===== src/rtl/arc4_pkg.sv =====
// Shared types and constants for the ARC4 key search controller.
package arc4_pkg;

  typedef enum logic [2:0] {
    IDLE,
    LAUNCH,
    WAIT_CORE,
    RD_LEN,
    CHECK,
    NEXT,
    DONE
  } state_t;

  localparam logic [7:0] PT_MIN = 8'h20;
  localparam logic [7:0] PT_MAX = 8'h7E;

endpackage


===== src/rtl/pt_check.sv =====
// Printable-byte test with a sticky per-key failure flag.
module pt_check
  import arc4_pkg::*;
(
  input  logic       clk,
  input  logic       rst_n,
  input  logic       clr,
  input  logic       chk,
  input  logic [7:0] data,
  output logic       failed
);

  logic in_range;
  logic fail_q;

  assign in_range = (data >= PT_MIN) && (data <= PT_MAX);

  always_ff @(posedge clk or negedge rst_n) begin
    if (!rst_n)                fail_q <= 1'b0;
    else if (clr)              fail_q <= 1'b0;
    else if (chk && !in_range) fail_q <= 1'b1;
  end

  // Reported in the same cycle the bad byte is tested.
  assign failed = fail_q | (chk & ~in_range);

endmodule


===== src/rtl/arc4_keysearch.sv =====
// Drives an external ARC4 core over one key or a key range and accepts
// the first key whose decrypted plaintext is entirely printable.
//
// state     | meaning
// IDLE      | ready, waiting for en
// LAUNCH    | wait for core ready, then one-cycle a4_en pulse
// WAIT_CORE | core busy; first cycle ignores a4_rdy
// RD_LEN    | read plaintext length at address 0
// CHECK     | pipelined printable test of bytes 1..len
// NEXT      | advance key or finish with no match
// DONE      | ready, results held
module arc4_keysearch
  import arc4_pkg::*;
#(
  parameter int KEY_W     = 24,
  parameter int KEY_START = 0,
  parameter int KEY_STEP  = 1
) (
  input  logic             clk,
  input  logic             rst_n,
  input  logic             en,
  output logic             rdy,
  input  logic             mode,
  input  logic [KEY_W-1:0] key_in,
  output logic             key_valid,
  output logic [KEY_W-1:0] key_out,
  output logic [KEY_W:0]   keys_tried,
  output logic             a4_en,
  input  logic             a4_rdy,
  output logic [23:0]      a4_key,
  output logic [7:0]       pt_addr,
  input  logic [7:0]       pt_rddata
);

  state_t           state, state_n;
  logic [KEY_W-1:0] cur_key, cur_key_n;
  logic             mode_q, mode_n;
  logic [KEY_W:0]   keys_tried_n;
  logic             key_valid_n;
  logic [KEY_W-1:0] key_out_n;
  logic             a4_en_n;
  logic [7:0]       pt_addr_n;
  logic [7:0]       len, len_n;
  logic [7:0]       data_idx;
  logic             first, first_n;
  logic             pt_fail;
  logic [31:0]      key_sum;
  logic             exhausted;

  // Wide sum so any step size reports a carry out of the key space.
  assign key_sum   = 32'(cur_key) + 32'(KEY_STEP);
  assign exhausted = key_sum >= (32'd1 << KEY_W);

  assign rdy    = (state == IDLE) || (state == DONE);
  assign a4_key = 24'(cur_key);

  pt_check u_pt_check (
    .clk   (clk),
    .rst_n (rst_n),
    .clr   (state == LAUNCH),
    .chk   ((state == CHECK) && !first),
    .data  (pt_rddata),
    .failed(pt_fail)
  );

  always_ff @(posedge clk or negedge rst_n) begin
    if (!rst_n) begin
      state      <= IDLE;
      cur_key    <= '0;
      mode_q     <= 1'b0;
      keys_tried <= '0;
      key_valid  <= 1'b0;
      key_out    <= '0;
      a4_en      <= 1'b0;
      pt_addr    <= '0;
      len        <= '0;
      data_idx   <= '0;
      first      <= 1'b0;
    end else begin
      state      <= state_n;
      cur_key    <= cur_key_n;
      mode_q     <= mode_n;
      keys_tried <= keys_tried_n;
      key_valid  <= key_valid_n;
      key_out    <= key_out_n;
      a4_en      <= a4_en_n;
      pt_addr    <= pt_addr_n;
      len        <= len_n;
      data_idx   <= pt_addr;
      first      <= first_n;
    end
  end

  always_comb begin
    state_n      = state;
    cur_key_n    = cur_key;
    mode_n       = mode_q;
    keys_tried_n = keys_tried;
    key_valid_n  = key_valid;
    key_out_n    = key_out;
    a4_en_n      = 1'b0;
    pt_addr_n    = pt_addr;
    len_n        = len;

    case (state)
      IDLE, DONE: begin
        if (en) begin
          cur_key_n    = mode ? KEY_W'(KEY_START) : key_in;
          mode_n       = mode;
          keys_tried_n = '0;
          key_valid_n  = 1'b0;
          key_out_n    = '0;
          state_n      = LAUNCH;
        end
      end
      LAUNCH: begin
        if (a4_en)       state_n = WAIT_CORE;
        else if (a4_rdy) a4_en_n = 1'b1;
      end
      WAIT_CORE: begin
        if (!first && a4_rdy) begin
          keys_tried_n = keys_tried + (KEY_W+1)'(1);
          pt_addr_n    = '0;
          state_n      = RD_LEN;
        end
      end
      RD_LEN: begin
        if (!first) begin
          len_n = pt_rddata;
          if (pt_rddata == 8'd0) begin
            state_n = NEXT;
          end else begin
            pt_addr_n = 8'd1;
            state_n   = CHECK;
          end
        end
      end
      CHECK: begin
        if (pt_fail) begin
          state_n = NEXT;
        end else begin
          if (!first && (data_idx == len)) begin
            key_out_n   = cur_key;
            key_valid_n = 1'b1;
            state_n     = DONE;
          end
          if (pt_addr != len) pt_addr_n = pt_addr + 8'd1;
        end
      end
      NEXT: begin
        if (!mode_q || exhausted) begin
          state_n = DONE;
        end else begin
          cur_key_n = key_sum[KEY_W-1:0];
          state_n   = LAUNCH;
        end
      end
      default: state_n = IDLE;
    endcase

    first_n = (state_n != state);
  end

endmodule

===== config.mk =====
export PLATFORM = sky130hd
export DESIGN_NAME = arc4_keysearch
export DESIGN_NICKNAME = d
export VERILOG_FILES = /design/src/rtl/arc4_pkg.sv /design/src/rtl/pt_check.sv /design/src/rtl/arc4_keysearch.sv
export SDC_FILE = /design/constraint.sdc
export NUM_CORES = 1
export LEC_CHECK = 0
export ABC_AREA = 1
export BUFFER_PORTS_ARGS = -buffer_cell sky130_fd_sc_hd__buf_2
export CORE_MARGIN = 3
export CORE_UTILIZATION = 57
export CTS_BUF_LIST = sky130_fd_sc_hd__clkbuf_8
export CTS_CLUSTER_SIZE = 20
export DETAILED_ROUTE_END_ITERATION = 8
export PLACE_DENSITY = 0.82
export REMOVE_ABC_BUFFERS = 1
export SKIP_CTS_REPAIR_TIMING = 1
export SKIP_LAST_GASP = 1
export SYNTH_ARGS = -nofsm -noshare
export SYNTH_HDL_FRONTEND = slang
export SYNTH_SLANG_ARGS = --single-unit

===== constraint.sdc =====
create_clock -name clk -period 1.8 [get_ports clk]
set_input_delay 0.36 -clock clk [delete_from_list [all_inputs] [get_ports clk]]
set_output_delay 0.36 -clock clk [all_outputs]
set_load 0.05 [all_outputs]

==> impl_metrics.json <==
{
  "dpl_cell_area_mm2": 0.006910,
  "ff2ff_setup_slack_ns": 0.12,
  "cp-end-kind": "output pin",
  "clock_tree.root_cell": "clkbuf_8",
  "cp.arrival_ns": 1.41,
  "routedWlPerCell_um": 14.38,
  "fin_crit_sh": 0.9853,
  "final_area_mm2": 0.007237,
  "cts_buffer_depth": 2,
  "grt.busiest_layer": "met2",
  "reg2regPathDepth": 9,
  "fmax_ghz": 0.5638,
  "synthesis.area_mm2": 0.005898,
  "cap_violations": 0,
  "yosysTopAreaCell": "dfrtp_1",
  "tightestPinTransition_ns": 0.3778,
  "dp_hpwl_um": 12050,
  "setup_violations": 0,
  "slew_headroom": 0.7462,
  "fillers": 824,
  "worstSetupStartpointType": "flip-flop",
  "syn_inst": 822,
  "routabilityCongestion": 0.9480,
  "drtIter0Drc": 484,
  "antenna_left": 0,
  "io_buffer_count": 120,
  "hold_class": "in2reg",
  "grt_util_met3": 0.04499,
  "layout.nets": 1020,
  "core_area_mm2": 0.009910,
  "clk_pin_slew_ns": 0.10,
  "drt-pass1-iter-count": 6,
  "netlist.area_leader.share": 0.4455,
  "tritoncts.num_buffers": 9,
  "clock_latency_ns": 0.37,
  "synth_area_per_cell_um2": 7.175,
  "wirelength_um": 16040,
  "fin_skew_ns": 0.01388,
  "instances_no_fill": 1116,
  "max-vdd-ir-drop_uv": 1215,
  "num_antenna_cells": 0,
  "finish.utilization": 0.7303,
  "synthDistinctLibCells": 40,
  "r2r_end": "pt_addr[6]",
  "worstHoldEndpoint": "a4_key[11]",
  "hold_depth": 3,
  "die_area_mm2": 0.01160,
  "chipHeight_um": 107.7,
  "drcViolationCount": 0,
  "dp_cells": 1098,
  "vias_per_cell": 5.372,
  "start_util": 0.5952,
  "use_met2": 0.4423,
  "htree_levels": 3,
  "powerDensity_mw_per_mm2": 1419,
  "crit_type": "reg2out",
  "final_layout_size_suffix_gt1_frac": 0.2218,
  "syn2layout_area_growth_pct": 22.70,
  "num_rows": 36,
  "seq_area_frac_synth": 0.4455,
  "track_usage": 0.2725,
  "crit_fanout": 6,
  "vias": 5995,
  "antenna_found_initial": 0,
  "synth-seq-cells": 105,
  "min_from": "key_in[11]",
  "final.min_clock_period_ns": 1.774,
  "p_leak_nw": 3.725,
  "ios": 121,
  "grtUsageMet1": 0.3806,
  "cp.required_ns": 1.44,
  "drv_slew": 0,
  "reg2reg_from": "state[1]",
  "grt_overflow": 0,
  "hold_viol": 0,
  "clock-sinks": 105,
  "cts_tree": "done",
  "outcome": "completed",
  "grt_max_degree": 47,
  "grt_pass1_wl_um": 25440,
  "chipWidth_um": 107.7,
  "yosys-top-cells-area": "dfrtp_1 (45%), nand2_1 (17%), inv_1 (5.8%), nor2_1 (5.8%), nand3_1 (4.5%)",
  "rsz0062_at_grt": "true",
  "grt_pass1_vias": 5291,
  "synth_warnings": 0
}
## logic make-up (layout without fill, tap and decap cells)
family,after synthesis,after routing,synth area share
AND/OR/NAND/NOR,465,465,0.3339
buffers and inverters,117,278,0.08167
AO/OA/AOI/OAI,118,118,0.1118
flip-flops,105,105,0.4455
XOR/XNOR,14,14,0.02079
adder cells (fa/ha/maj),3,3,0.006365
## cells in the mapped netlist, drive strengths merged
cell type,instances
a22oi,1
nor3,23
xor2,8
o21bai,1
nand2,268
o22ai,2
o21ai,72
buf,16
a2bb2oi,1
o21a,1
ha,3
clkbuf,4
nand3,57
nand3b,1
and3,1
a21oi,19
nand4,18
a21o,1
a21boi,2
dfrtp,105
nand2b,1
or2,2
nor2,94
a31oi,16
xnor2,6
clkinv,1
inv,96
o31ai,2
## cell type report
cell class / count / area, um2 / area share
Tap cell: 133 / 166.4 / 0.02299
Multi-Input combinational cell: 600 / 2835 / 0.3918
Clock buffer: 11 / 151.4 / 0.02092
Clock inverter: 3 / 65.06 / 0.008990
Inverter: 97 / 370.4 / 0.05118
Timing Repair Buffer: 167 / 1018 / 0.1407
Sequential cell: 105 / 2630 / 0.3634
## sequential cells by signal, indices dropped and copies added (netlist names)
register	count
keys_tried	25
a4_key	24
key_out	24
data_idx	8
len	8
pt_addr	8
state	3
a4_en	1
first	1
key_valid	1
mode_q	1
u_pt_check.fail_q	1
## critical path: stages, from the launching register on
cell and delay [ns]:
dfrtp_2 0.47, inv_2 0.10, nand3_1 0.12, nand2_2 0.14
buf_4 0.21
## metrics by stage
step / hold WS (ns) / worst slack [ns] / total power, mW / setup TNS, ns
5_1_grt: 0.2303 / -0.02178 / 10.82 / -0.04248
6_report: 0.2142 / 0.02644 / 10.27 / 0
2_1_floorplan: 0.06441 / -0.4962 / 6.806 / -19.44
4_1_cts: -0.1252 / 0.01243 / 10.10 / 0
3_3_place_gp: 0.2749 / 0.1141 / 8.401 / 0
3_5_place_dp: 0.2761 / 0.004210 / 8.464 / 0
## power by group
part	total [mW]	switching, mW	internal, mW
Sequential	3.44	0.510	2.93
Combinational	5.19	3.71	1.48
Clock	1.64	0.798	0.844
## how the worst max path moves through the flow
stage	from	end	slack, ns	cells past startpoint
2_1_floorplan	a4_key[1]	a4_key[1]	-0.50	8
3_3_place_gp	state[2]	a4_key[10]	0.11	6
3_5_place_dp	state[1]	a4_key[10]	0.004	7
4_1_cts	state[0]	rdy	0.01	4
5_1_grt	state[0]	rdy	-0.02	4
6_report	state[0]	rdy	0.03	4
## routing by layer
metal  vias up  routed length [um]  share of wire
met3        28                1199          0.075
met2       237                7663           0.48
met4         0                 227          0.014
li1       2959                   -              -
met5         -                   0              0
met1      2771                6955           0.43
## layout by cell type (no fill, tap or decap), types with 11 or more instances in the layout
master and instances:
a31oi_1 16, nor3_1 20, buf_4 42, inv_1 90, o21ai_1 20, clkbuf_8 11
dfrtp_1 103, nand3_1 51, a21oi_1 17, nor2_1 87, buf_2 118, nand4_1 18
nand2_1 260, o21ai_0 50
No activity file was read; power rests on OpenSTA's default activity.
